===== config.mk =====
export PLATFORM = sky130hd
export DESIGN_NAME = encoder_rr_arbiter_flat
export DESIGN_NICKNAME = d
export VERILOG_FILES = /design/src/rtl/encoder_rr_arbiter_pkg.sv /design/src/rtl/encoder_rr_arbiter_if.sv /design/src/rtl/encoder_rr_arbiter_rr_pick4.sv /design/src/rtl/encoder_rr_arbiter.sv /design/src/flat_wrapper.sv
export SDC_FILE = /design/constraint.sdc
export NUM_CORES = 1
export LEC_CHECK = 0
export BUFFER_PORTS_ARGS = -buffer_cell sky130_fd_sc_hd__clkbuf_2
export CAP_MARGIN = 25
export CORE_MARGIN = 1.5
export CORE_UTILIZATION = 40
export CTS_BUF_LIST = sky130_fd_sc_hd__clkbuf_8
export DETAILED_ROUTE_END_ITERATION = 6
export PLACE_DENSITY = 0.7
export SLEW_MARGIN = 20
export SYNTH_ARGS = -nofsm -noshare
export SYNTH_HDL_FRONTEND = slang
export SYNTH_HIERARCHICAL = 1
export SYNTH_SLANG_ARGS = --single-unit

===== constraint.sdc =====
create_clock -name clk -period 3.4 [get_ports clk]
set_input_delay 1.02 -clock clk [delete_from_list [all_inputs] [get_ports clk]]
set_output_delay 1.02 -clock clk [all_outputs]
set_load 0.01 [all_outputs]

===== src/rtl/encoder_rr_arbiter_pkg.sv =====
// Shared definitions for the encoder round-robin arbiter.
// Holds the FSM state type, requester and index sizing, and the default
// ownership limit used when ARB_TIMEOUT_EN is defined.
package encoder_arb_pkg;

  // Number of requesters. The design is built for exactly four.
  localparam int N_REQ = 4;

  // Width of the encoded grant index.
  localparam int IDX_W = 2;

  // Width of the ownership counter and the cycle limit it is compared against.
  localparam int HOLD_W   = 4;
  localparam int HOLD_MAX = 15;

  // Arbiter FSM: either nobody owns the resource, or exactly one requester does.
  typedef enum logic {
    IDLE = 1'b0,
    OWN  = 1'b1
  } arb_state_e;

endpackage : encoder_arb_pkg


===== src/rtl/encoder_rr_arbiter_if.sv =====
// Request/grant bundle between the four request sources and the arbiter.
// The master modport is the arbiter side; the slave modport is the requester side.
interface encoder_rr_arbiter_if;
  import encoder_arb_pkg::*;

  logic [N_REQ-1:0] req;
  logic             done;
  logic [N_REQ-1:0] grant;
  logic [IDX_W-1:0] grant_idx;
  logic             grant_valid;
  logic             timeout;

  modport master (
    input  req,
    input  done,
    output grant,
    output grant_idx,
    output grant_valid,
    output timeout
  );

  modport slave (
    output req,
    output done,
    input  grant,
    input  grant_idx,
    input  grant_valid,
    input  timeout
  );

endinterface : encoder_rr_arbiter_if


===== src/rtl/encoder_rr_arbiter_rr_pick4.sv =====
// Combinational round-robin pick over four requests.
// The request vector is rotated so that bit ptr lands at position 0, the first
// set bit is found, and its position is rotated back into an absolute index.
module rr_pick4
  import encoder_arb_pkg::*;
(
  input  logic [N_REQ-1:0] req_i,
  input  logic [IDX_W-1:0] ptr_i,
  output logic [N_REQ-1:0] win_o,
  output logic [IDX_W-1:0] idx_o,
  output logic             any_o
);

  logic [N_REQ-1:0] rot;
  logic [IDX_W-1:0] rot_idx;
  logic             found;

  // Rotate so that the highest-priority requester sits at bit 0; the 2-bit
  // sum wraps naturally, giving the mod-4 search order.
  for (genvar gi = 0; gi < N_REQ; gi++) begin : g_rot
    logic [IDX_W-1:0] src;
    assign src     = IDX_W'(gi) + ptr_i;
    assign rot[gi] = req_i[src];
  end

  // First set bit of the rotated vector, then map back to the absolute index.
  always_comb begin
    rot_idx = '0;
    found   = 1'b0;
    for (int i = 0; i < N_REQ; i++) begin
      if (!found && rot[i]) begin
        found   = 1'b1;
        rot_idx = IDX_W'(i);
      end
    end
    any_o = found;
    idx_o = found ? (rot_idx + ptr_i) : '0;
    win_o = found ? (N_REQ'(1) << idx_o) : '0;
  end

endmodule : rr_pick4


===== src/rtl/encoder_rr_arbiter.sv =====
// Round-robin owner arbiter for one shared encoder-indexed resource.
// A winner is picked in IDLE and keeps the grant until it strobes done or drops
// its request; every release is followed by at least one idle cycle.
// Optional feature macro: ARB_TIMEOUT_EN -- bounds ownership to HOLD_MAX+1
// cycles and pulses timeout on a forced release. Without it timeout is 0.
module encoder_rr_arbiter
  import encoder_arb_pkg::*;
(
  input  logic                 clk,
  input  logic                 rst_n,
  encoder_rr_arbiter_if.master bus
);

  arb_state_e       state_q, state_d;
  logic [IDX_W-1:0] ptr_q, ptr_d;
  logic [N_REQ-1:0] grant_q, grant_d;
  logic [IDX_W-1:0] grant_idx_q, grant_idx_d;
  logic             grant_valid_q, grant_valid_d;

  logic [N_REQ-1:0] pick_win;
  logic [IDX_W-1:0] pick_idx;
  logic             pick_any;
  logic             owner_req;
  logic             release_own;

`ifdef ARB_TIMEOUT_EN
  logic [HOLD_W-1:0] hold_cnt_q, hold_cnt_d;
  logic              timeout_q, timeout_d;
  logic              force_rel;
`endif

  rr_pick4 u_pick (
    .req_i (bus.req),
    .ptr_i (ptr_q),
    .win_o (pick_win),
    .idx_o (pick_idx),
    .any_o (pick_any)
  );

  // The owner's own request line; only meaningful while in OWN.
  assign owner_req = bus.req[grant_idx_q];

  // Next-state logic: grant from IDLE, release from OWN.
  always_comb begin
    state_d       = state_q;
    ptr_d         = ptr_q;
    grant_d       = grant_q;
    grant_idx_d   = grant_idx_q;
    grant_valid_d = grant_valid_q;
    release_own   = 1'b0;
`ifdef ARB_TIMEOUT_EN
    hold_cnt_d    = hold_cnt_q;
    timeout_d     = 1'b0;
    force_rel     = 1'b0;
`endif

    case (state_q)
      IDLE: begin
        // done is ignored here; only requests matter.
        if (pick_any) begin
          state_d       = OWN;
          grant_d       = pick_win;
          grant_idx_d   = pick_idx;
          grant_valid_d = 1'b1;
          ptr_d         = pick_idx + 1'b1;
`ifdef ARB_TIMEOUT_EN
          hold_cnt_d    = '0;
`endif
        end else begin
          grant_d       = '0;
          grant_idx_d   = '0;
          grant_valid_d = 1'b0;
        end
      end

      OWN: begin
        // Non-owner requests are ignored; done and a request drop together
        // still produce one release, and the pointer was already advanced at grant.
        release_own = bus.done || !owner_req;
`ifdef ARB_TIMEOUT_EN
        hold_cnt_d  = hold_cnt_q + 1'b1;
        force_rel   = (hold_cnt_q == HOLD_W'(HOLD_MAX)) && !bus.done;
        timeout_d   = force_rel;
        release_own = release_own || force_rel;
`endif
        if (release_own) begin
          state_d       = IDLE;
          grant_d       = '0;
          grant_idx_d   = '0;
          grant_valid_d = 1'b0;
        end
      end

      default: begin
        state_d       = IDLE;
        grant_d       = '0;
        grant_idx_d   = '0;
        grant_valid_d = 1'b0;
      end
    endcase
  end

  // State, pointer and output registers; reset clears everything at once.
  always_ff @(posedge clk or negedge rst_n) begin
    if (!rst_n) begin
      state_q       <= IDLE;
      ptr_q         <= '0;
      grant_q       <= '0;
      grant_idx_q   <= '0;
      grant_valid_q <= 1'b0;
    end else begin
      state_q       <= state_d;
      ptr_q         <= ptr_d;
      grant_q       <= grant_d;
      grant_idx_q   <= grant_idx_d;
      grant_valid_q <= grant_valid_d;
    end
  end

`ifdef ARB_TIMEOUT_EN
  // Ownership counter and the one-cycle forced-release pulse.
  always_ff @(posedge clk or negedge rst_n) begin
    if (!rst_n) begin
      hold_cnt_q <= '0;
      timeout_q  <= 1'b0;
    end else begin
      hold_cnt_q <= hold_cnt_d;
      timeout_q  <= timeout_d;
    end
  end

  assign bus.timeout = timeout_q;
`else
  assign bus.timeout = 1'b0;
`endif

  assign bus.grant       = grant_q;
  assign bus.grant_idx   = grant_idx_q;
  assign bus.grant_valid = grant_valid_q;

endmodule : encoder_rr_arbiter


===== src/flat_wrapper.sv =====
// flat-port wrapper written by rule: the top's interface ports become plain ports
module encoder_rr_arbiter_flat import encoder_arb_pkg::*;
  (clk, rst_n, bus_req, bus_done, bus_grant, bus_grant_idx, bus_grant_valid, bus_timeout);
  encoder_rr_arbiter_if bus_i ();
  input  logic clk;
  input  logic rst_n;
  input wire logic [$bits(bus_i.req)-1:0] bus_req;
  input wire logic [$bits(bus_i.done)-1:0] bus_done;
  output wire logic [$bits(bus_i.grant)-1:0] bus_grant;
  output wire logic [$bits(bus_i.grant_idx)-1:0] bus_grant_idx;
  output wire logic [$bits(bus_i.grant_valid)-1:0] bus_grant_valid;
  output wire logic [$bits(bus_i.timeout)-1:0] bus_timeout;
  assign bus_i.req = bus_req;
  assign bus_i.done = bus_done;
  assign bus_grant = bus_i.grant;
  assign bus_grant_idx = bus_i.grant_idx;
  assign bus_grant_valid = bus_i.grant_valid;
  assign bus_timeout = bus_i.timeout;
  encoder_rr_arbiter u_core (.clk(clk), .rst_n(rst_n), .bus(bus_i));
endmodule

== After elaboration in Yosys (flattened, before gate mapping) ==
Cells that the tools add are included.
Word-level totals
  flip-flop bits (word level): 10
  input bits: 7
  output and inout port bits: 8
  logic and storage cells: 56
Cells by class
  $add $sub $neg: 5
  order comparisons: 5
  equality and inequality tests: 1
  shifts and indexed selects: 1
  muxes and demuxes: 29
  bitwise operators: 1
  reduce and logical (&&, ||, !) cells: 9
Operator list (count)
  $lt A2 B3 Y1 const B: 5
  $mux W1: 13
  $bmux W1 S2: 5
  $mux W2: 5
  $mux W4: 2
  $pmux W4 S2: 1
  $add A2 B2 Y2 const A: 2
  $logic_not A1 Y1: 4
  $pmux W1 S2: 2
  $pmux W2 S2: 1
  $shl A1 B2 Y4 const A: 1
  $logic_and A1 B1 Y1: 3
  $add A1 B2 Y2 const A: 1
  $add A2 B1 Y2 const B: 1
  $add A2 B2 Y2: 1
  $ne A2 B2 Y1 const B: 1
  $reduce_and A2 Y1: 1
  $logic_or A1 B1 Y1: 1
  $not A1 Y1: 1

== Longest topological paths before layout ==
Gate-level depths: netlist of the first run.
  depth in word-level cells: 17
  mapped depth: 11

== By module ==
Netlist of the first run, hierarchy kept.
By module, submodules not included
  encoder_rr_arbiter: instances 1, cells each 33, area each 430.4 µm², sequential area each 250.2 µm²
  rr_pick4: instances 1, cells each 36, area each 259.0 µm², sequential area each 0.0 µm²

== Worst setup path after synthesis of the first run ==
No wires, ideal clock.
  path type: input to register
  start: input bus_req[1]
  end: register u_core.ptr_q[1]
  arrival time: 2.885 ns
  data required time: 3.276 ns
  slack: 0.391 ns
  cell stages on the path: 10
  path buffers: 0
  cells stage by stage: or2b_2 a21oi_1 o211ai_1 o21a_1 ha_1 xnor2_1 or4_4 a21boi_1 xnor2_1 o21ai_1
On the way
  longest elaborated chain between the ends: 15
Ends and longest elaborated chain
  start, declared: RTL line flat_wrapper.sv:7  | input wire logic [$bits(bus_i.req)-1:0] bus_req;
  $bmux W1 S2: RTL line encoder_rr_arbiter_rr_pick4.sv:23  | assign rot[gi] = req_i[src];
  $mux W1 (not written as such): RTL line encoder_rr_arbiter_rr_pick4.sv:23
  $mux W1: RTL line encoder_rr_arbiter_rr_pick4.sv:31  | if (!found && rot[i]) begin
  $logic_not A1 Y1: RTL line encoder_rr_arbiter_rr_pick4.sv:31
  $logic_and A1 B1 Y1: RTL line encoder_rr_arbiter_rr_pick4.sv:31
  $mux W1: RTL line encoder_rr_arbiter_rr_pick4.sv:31
  $logic_not A1 Y1: RTL line encoder_rr_arbiter_rr_pick4.sv:31
  $logic_and A1 B1 Y1: RTL line encoder_rr_arbiter_rr_pick4.sv:31
  $mux W1: RTL line encoder_rr_arbiter_rr_pick4.sv:31
  $logic_not A1 Y1: RTL line encoder_rr_arbiter_rr_pick4.sv:31
  $logic_and A1 B1 Y1: RTL line encoder_rr_arbiter_rr_pick4.sv:31
  $mux W2: RTL line encoder_rr_arbiter_rr_pick4.sv:31
  $add A2 B2 Y2: RTL line encoder_rr_arbiter_rr_pick4.sv:37  | idx_o = found ? (rot_idx + ptr_i) : '0;
  $mux W2 (*): RTL line encoder_rr_arbiter_rr_pick4.sv:37
  named net u_core.pick_idx[1]: RTL line encoder_rr_arbiter.sv:21  | logic [IDX_W-1:0] pick_idx;
  $add A2 B1 Y2 (*): RTL line encoder_rr_arbiter.sv:65  | ptr_d = pick_idx + 1'b1;
  end signal, assigned: RTL line encoder_rr_arbiter.sv:113  | ptr_q <= ptr_d;
  end, declared: RTL line encoder_rr_arbiter.sv:15  | logic [IDX_W-1:0] ptr_q, ptr_d;
Mark *: on every way through the listed nets, which the timed path passes. The rest lies on a longest branch. The select of a mux whose other input is x is not followed.
A chain may end at the register's enable or synchronous reset.

== Worst setup path in the final report of the first run ==
Same ends and word-level chain as after synthesis.

==> results of run 1 <==
[worst min-delay path by stage]
stage	end	slack [ps]	cells after the start
floorplan	u_core/ptr_q[1]	490	2
global placement	u_core/bus.grant_valid	460	1
detailed placement	u_core/bus.grant[1]	480	1
CTS	u_core/bus.grant_valid	480	1
global route	u_core/bus.grant_valid	490	1
finish	u_core/bus.grant_valid	480	1
[routing by layer]
| layer | global-route usage, % | share of wire, % | up-vias |
|---|---|---|---|
| met2 | 20.87 | 43 | 17 |
| li1 | - | - | 282 |
| met5 | 0 | 0 | - |
| met3 | 2.449 | 4.5 | 2 |
| met1 | 19.54 | 51 | 253 |
| met4 | 9.091 | 0.62 | 0 |
[worst max-delay path, delay by kind of cell]
kind | cells | cell delay (ps)
xor gates and xnor gates | 2 | 290
buffers and inverters | 1 | 120
and+or+nand+nor | 2 | 880
AOI/OAI and AO/OA | 5 | 710
adders and majority gates | 1 | 180
[logic make-up after synthesis]
kind of cell	Yosys count
fa+ha+maj	1
compound gates	22
buf+inv	4
flops	10
mux	2
simple gates	27
xor+xnor	2
other cells	1
[synthesized netlist by cell type, types with 2 or more instances]
master	n
nand3b_1	2
dfrtp_1	10
xnor2_1	2
nor2b_1	2
and3b_1	2
or3b_2	2
nand2_1	5
nand2b_1	5
a21oi_1	5
o21ai_1	2
a22o_1	6
[where the power goes]
group	switching [mW]	internal, mW	leakage (nW)
clock network	0.0367	0.0767	0.0216
registers	0.0504	0.167	0.128
logic	0.190	0.201	0.231
total	0.277	0.445	0.380
[per-stage QoR]
stage          power (mW)  cell area [µm²]
6_report           0.7215            800.8
5_1_grt            0.7817            800.8
4_1_cts            0.7279            800.8
3_5_place_dp       0.6063            759.5
3_3_place_gp       0.6008            759.5
2_1_floorplan      0.5317            689.4
[final cells by class]
type	instances	area [µm²]	area share (%)
inverters	1	3.754	0.4688
repair buffers	14	72.57	9.062
multi-input cells	55	412.9	51.56
flip-flops and latches	10	250.2	31.25
well taps	16	20.02	2.500
clock buffers	3	41.29	5.156
[registers in the layout, indices dropped and copies added, names as in the netlist]
register and flops:
u_core/bus.grant_idx 2, u_core/ptr_q 2, u_core/bus.grant_valid 1, u_core/state_q 1, u_core/bus.grant 4
==> impl_metrics.env, run 1 <==
export IMPL_mostFrequentLayoutCells="13 x clkbuf_2, 10 x dfrtp_1, 6 x a22o_1"
export IMPL_fp_row_count=14
export IMPL_power_leakage_nw=0.3797
export IMPL_wirelength_um=1282
export IMPL_synth_compound_area_share_pct=25.05
export IMPL_ant_nets=0
export IMPL_cts_tree="built"
export IMPL_start_util_pct=44.22
export IMPL_cts_hold_buffers=0
export IMPL_placed_cells=96
export IMPL_yosysTopAreaCellShare_pct=36.30
export IMPL_cp_slowest_cell="or4_4"
export IMPL_fin_crit_ps=3104
export IMPL_core_area_um2=1559
export IMPL_drive_above_1_share_pct=31.33
export IMPL_pin_count=15
export IMPL_whs_ps=480.4
export IMPL_gp_congestion=0.7442
export IMPL_htreeDepth=1
export IMPL_hold_class="flip-flop to flip-flop"
export IMPL_grt_overflow=0
export IMPL_ys_seq_area_share_pct=36.30
export IMPL_drc_errors=1
export IMPL_synth_area_per_cell_um2=9.991
export IMPL_endpoint="u_core/ptr_q[1]"
export IMPL_synth_top_family_by_area="simple AND/OR/NAND/NOR gates"
export IMPL_worstHoldStart="u_core/bus.grant_valid"
export IMPL_track_usage_pct=14.36
export IMPL_fin_cells=99
export IMPL_clk_pin_slew_ps=40
export IMPL_dr_pass1_iters=6
export IMPL_period_share_pct=91.31
export IMPL_worstSetupEndpointType="flip-flop"
export IMPL_postCtsSetupBuffers=0
export IMPL_violations="DRC"
export IMPL_synth_simple_area_share_pct=26.13
export IMPL_via_per_inst=5.596
export IMPL_path_cells="clkbuf_2, or2b_2, a21oi_1, o211ai_1, o21a_1, ha_1, xnor2_1, or4_4, a21boi_1, xnor2_1, o21ai_1"
export IMPL_crit_path_start="bus_req[1]"
export IMPL_reg2reg_depth=10
export IMPL_worstPathRequired_ps=3510
export IMPL_root_buffer="clkbuf_8"
export IMPL_max_clock_freq_mhz=322.1
export IMPL_die_height_um=44.52
export IMPL_worst_pin_slew_ps=581.7
export IMPL_finalNetCount=93
export IMPL_yosysTopAreaCell="dfrtp_1"
export IMPL_die_x_um=44.52
export IMPL_relSlewSlack_pct=60.89
export IMPL_path_max_fanout=5
export IMPL_synth_xor_area_share_pct=2.541
export IMPL_worstPathArrival_ps=3210
export IMPL_finish_utilization_pct=51.36
export IMPL_ys_ff_latch=10
export IMPL_final_common_cell="clkbuf_2"
export IMPL_dieArea_um2=1982
export IMPL_grt_antenna_before_repair=0
export IMPL_slew_violations=0
export IMPL_r2r_start="u_core/ptr_q[1]"
export IMPL_yosysWarnings=6
export IMPL_pre_cts_ws_ps=66.16
export IMPL_p_per_area_nw_per_um2=901.1
export IMPL_r2r_setup_slack_ps=680
export IMPL_yosys_cell_types_count=37
export IMPL_routedWlPerCell_um=12.95
export IMPL_tns_ps=0
export IMPL_synth_fa_ha_area_share_pct=1.815
export IMPL_clock_sinks=10
export IMPL_diodes=0
export IMPL_io_buffers=13
export IMPL_syn_to_final_growth_pct=16.15
export IMPL_synth_area_top_cells="dfrtp_1 36%, a22o_1 7.6%, nand2b_1 4.5%"
export IMPL_hpwl_um=949
export IMPL_ir_worst_vdd_mv=0.5232
export IMPL_grt_max_degree=13
export IMPL_rsz0062_at_grt="false"
export IMPL_grt_pass1_vias=485
export IMPL_crit_top_cell="xnor2_1"
export IMPL_status="complete, but fails checks"
export IMPL_nFillCells=151
export IMPL_cts_buffers=3
export IMPL_cap_viol_max_count=0
export IMPL_drt_iter0_markers=21
export IMPL_synth_edff_count=0
export IMPL_setup_ws_ps=295.5
export IMPL_r2r_end="u_core/ptr_q[1]"
export IMPL_cts_path_max_buffers=2
export IMPL_postCtsResizedCells=0
export IMPL_synth_ff_type="dfrtp_1"
export IMPL_synth_cells=69
export IMPL_hold_viol=0
export IMPL_insertion_delay_ps=230
export IMPL_synth_nets=77
export IMPL_grt_pass1_wl_um=2063
export IMPL_skew_ps=1.980
export IMPL_setup_violations=0
export IMPL_path_class="input pin to flip-flop"
export IMPL_vias=554
export IMPL_synthArstFlopShare_pct=100.0
export IMPL_netlist_area_um2=689.4
export IMPL_cp_slowest_stage_delay_ps=590
export IMPL_start_kind="input pin"
export IMPL_muxShareOfSynthArea_pct=3.811
(Power assumes the default switching activity.)
==> run 2: changes to the inputs <==
--- a/config.mk
+++ b/config.mk
@@ -8,10 +8,10 @@
 export BUFFER_PORTS_ARGS = -buffer_cell sky130_fd_sc_hd__clkbuf_2
 export CAP_MARGIN = 25
 export CORE_MARGIN = 1.5
-export CORE_UTILIZATION = 40
+export CORE_UTILIZATION = 25
 export CTS_BUF_LIST = sky130_fd_sc_hd__clkbuf_8
 export DETAILED_ROUTE_END_ITERATION = 6
-export PLACE_DENSITY = 0.7
+export PLACE_DENSITY = 0.51
 export SLEW_MARGIN = 20
 export SYNTH_ARGS = -nofsm -noshare
 export SYNTH_HDL_FRONTEND = slang
==> impl_metrics.env, run 2 (synthesized netlist as in run 1, its figures left out) <==
export IMPL_finish_utilization_pct=32.69
export IMPL_clock_sinks=10
export IMPL_whs_ps=480.9
export IMPL_grt_pass1_vias=573
export IMPL_postCtsResizedCells=0
export IMPL_path_class="input pin to flip-flop"
export IMPL_dr_pass1_iters=4
export IMPL_die_height_um=55.52
export IMPL_grt_antenna_before_repair=0
export IMPL_rsz0062_at_grt="false"
export IMPL_gp_congestion=0.6739
export IMPL_vias=560
export IMPL_p_per_area_nw_per_um2=910.4
export IMPL_clk_pin_slew_ps=50
export IMPL_start_util_pct=27.09
export IMPL_syn_to_final_growth_pct=20.69
export IMPL_total_power_uw=757.5
export IMPL_nFillCells=275
export IMPL_insertion_delay_ps=230
export IMPL_cap_viol_max_count=0
export IMPL_relSlewSlack_pct=66.73
export IMPL_multiInputGateArea_um2=412.9
export IMPL_ir_worst_vdd_mv=0.3436
export IMPL_setup_violations=0
export IMPL_worstSetupEndpointType="flip-flop"
export IMPL_largest_reg_flops=4
export IMPL_root_buffer="clkbuf_8"
export IMPL_grt_max_degree=13
export IMPL_drive_above_1_share_pct=32.14
export IMPL_mostFrequentLayoutCells="13 x clkbuf_2, 10 x dfrtp_1, 6 x a22o_1"
export IMPL_slew_violations=0
export IMPL_status="completed"
export IMPL_io_buffers=13
export IMPL_grt_overflow=0
export IMPL_drt_iter0_markers=13
export IMPL_power_leakage_nw=0.3869
export IMPL_cts_path_max_buffers=2
export IMPL_wirelength_um=1458
export IMPL_pin_count=15
export IMPL_worstPathArrival_ps=3200
export IMPL_fin_crit_ps=3086
export IMPL_start_kind="input pin"
export IMPL_period_share_pct=90.75
export IMPL_hold_viol=0
export IMPL_via_per_inst=4.912
export IMPL_hold_class="flip-flop to flip-flop"
export IMPL_die_x_um=55.52
export IMPL_worst_pin_slew_ps=494.9
export IMPL_core_area_um2=2545
export IMPL_fp_row_count=18
export IMPL_worstPathRequired_ps=3510
export IMPL_path_max_fanout=5
export IMPL_finalNetCount=93
export IMPL_placed_cells=110
export IMPL_fin_cells=114
export IMPL_tns_ps=0
export IMPL_drc_errors=0
export IMPL_regArea_um2=250.2
export IMPL_cts_buffers=3
export IMPL_hpwl_um=1066
export IMPL_postCtsSetupBuffers=0
export IMPL_track_usage_pct=10.30
export IMPL_routedWlPerCell_um=12.79
export IMPL_htreeDepth=1
export IMPL_final_common_cell="clkbuf_2"
export IMPL_skew_ps=1.101
export IMPL_grt_pass1_wl_um=2649
export IMPL_cts_hold_buffers=0
export IMPL_max_clock_freq_mhz=324.1
export IMPL_dieArea_um2=3082
export IMPL_cts_tree="built"
export IMPL_diodes=0
export IMPL_ant_nets=0
[run 2: metal layers]
layer	global-route usage, %	wire (µm)	vias up
li1	-	-	283
met5	0	0	-
met2	15.99	608	16
met3	2.108	65	2
met1	15.20	780	259
met4	1.045	4	0
[run 2: critical path: stages]
cell	delay, ps
clkbuf_2	120
or2b_2	290
a21oi_1	140
o211ai_1	90
o21a_1	130
ha_1	190
xnor2_1	140
or4_4	580
a21boi_1	270
xnor2_1	160
o21ai_1	70
[run 2: power breakdown]
part           total [mW]  switching [mW]  internal (mW)
Sequential          0.219          0.0523          0.167
Combinational       0.394           0.193          0.201
Clock               0.144          0.0429          0.101
[run 2: area by class of cell]
| type | instances | share of cell area, % |
|---|---|---|
| Multi-Input combinational cell | 55 | 49.62 |
| Tap cell | 30 | 4.511 |
| Sequential cell | 10 | 30.08 |
| Inverter | 1 | 0.4511 |
| Timing Repair Buffer | 14 | 8.722 |
| Clock buffer | 4 | 6.617 |
[run 2: final timing paths]
path | startpoint | endpoint | slack [ps] | cells past startpoint
setup reg to reg | u_core/ptr_q[1] | u_core/ptr_q[1] | 680 | 10
setup / recovery | bus_req[1] | u_core/ptr_q[1] | 310 | 11
hold / removal | u_core/bus.grant_valid | u_core/bus.grant_valid | 480 | 1
max in group asynchronous | rst_n | u_core/ptr_q[0] | 2550 | 1
hold reg to reg | u_core/bus.grant_valid | u_core/bus.grant_valid | 480 | 1
min in group asynchronous | rst_n | u_core/bus.grant_valid | 650 | 1
[run 2: stage by stage]
step	worst slack, ps	area, µm²
after floorplan	390.8	689.4
after global placement	101.2	777.0
after detailed placement	55.62	777.0
after CTS	294.4	832.0
after global routing	128.8	832.0
final	314.5	832.0
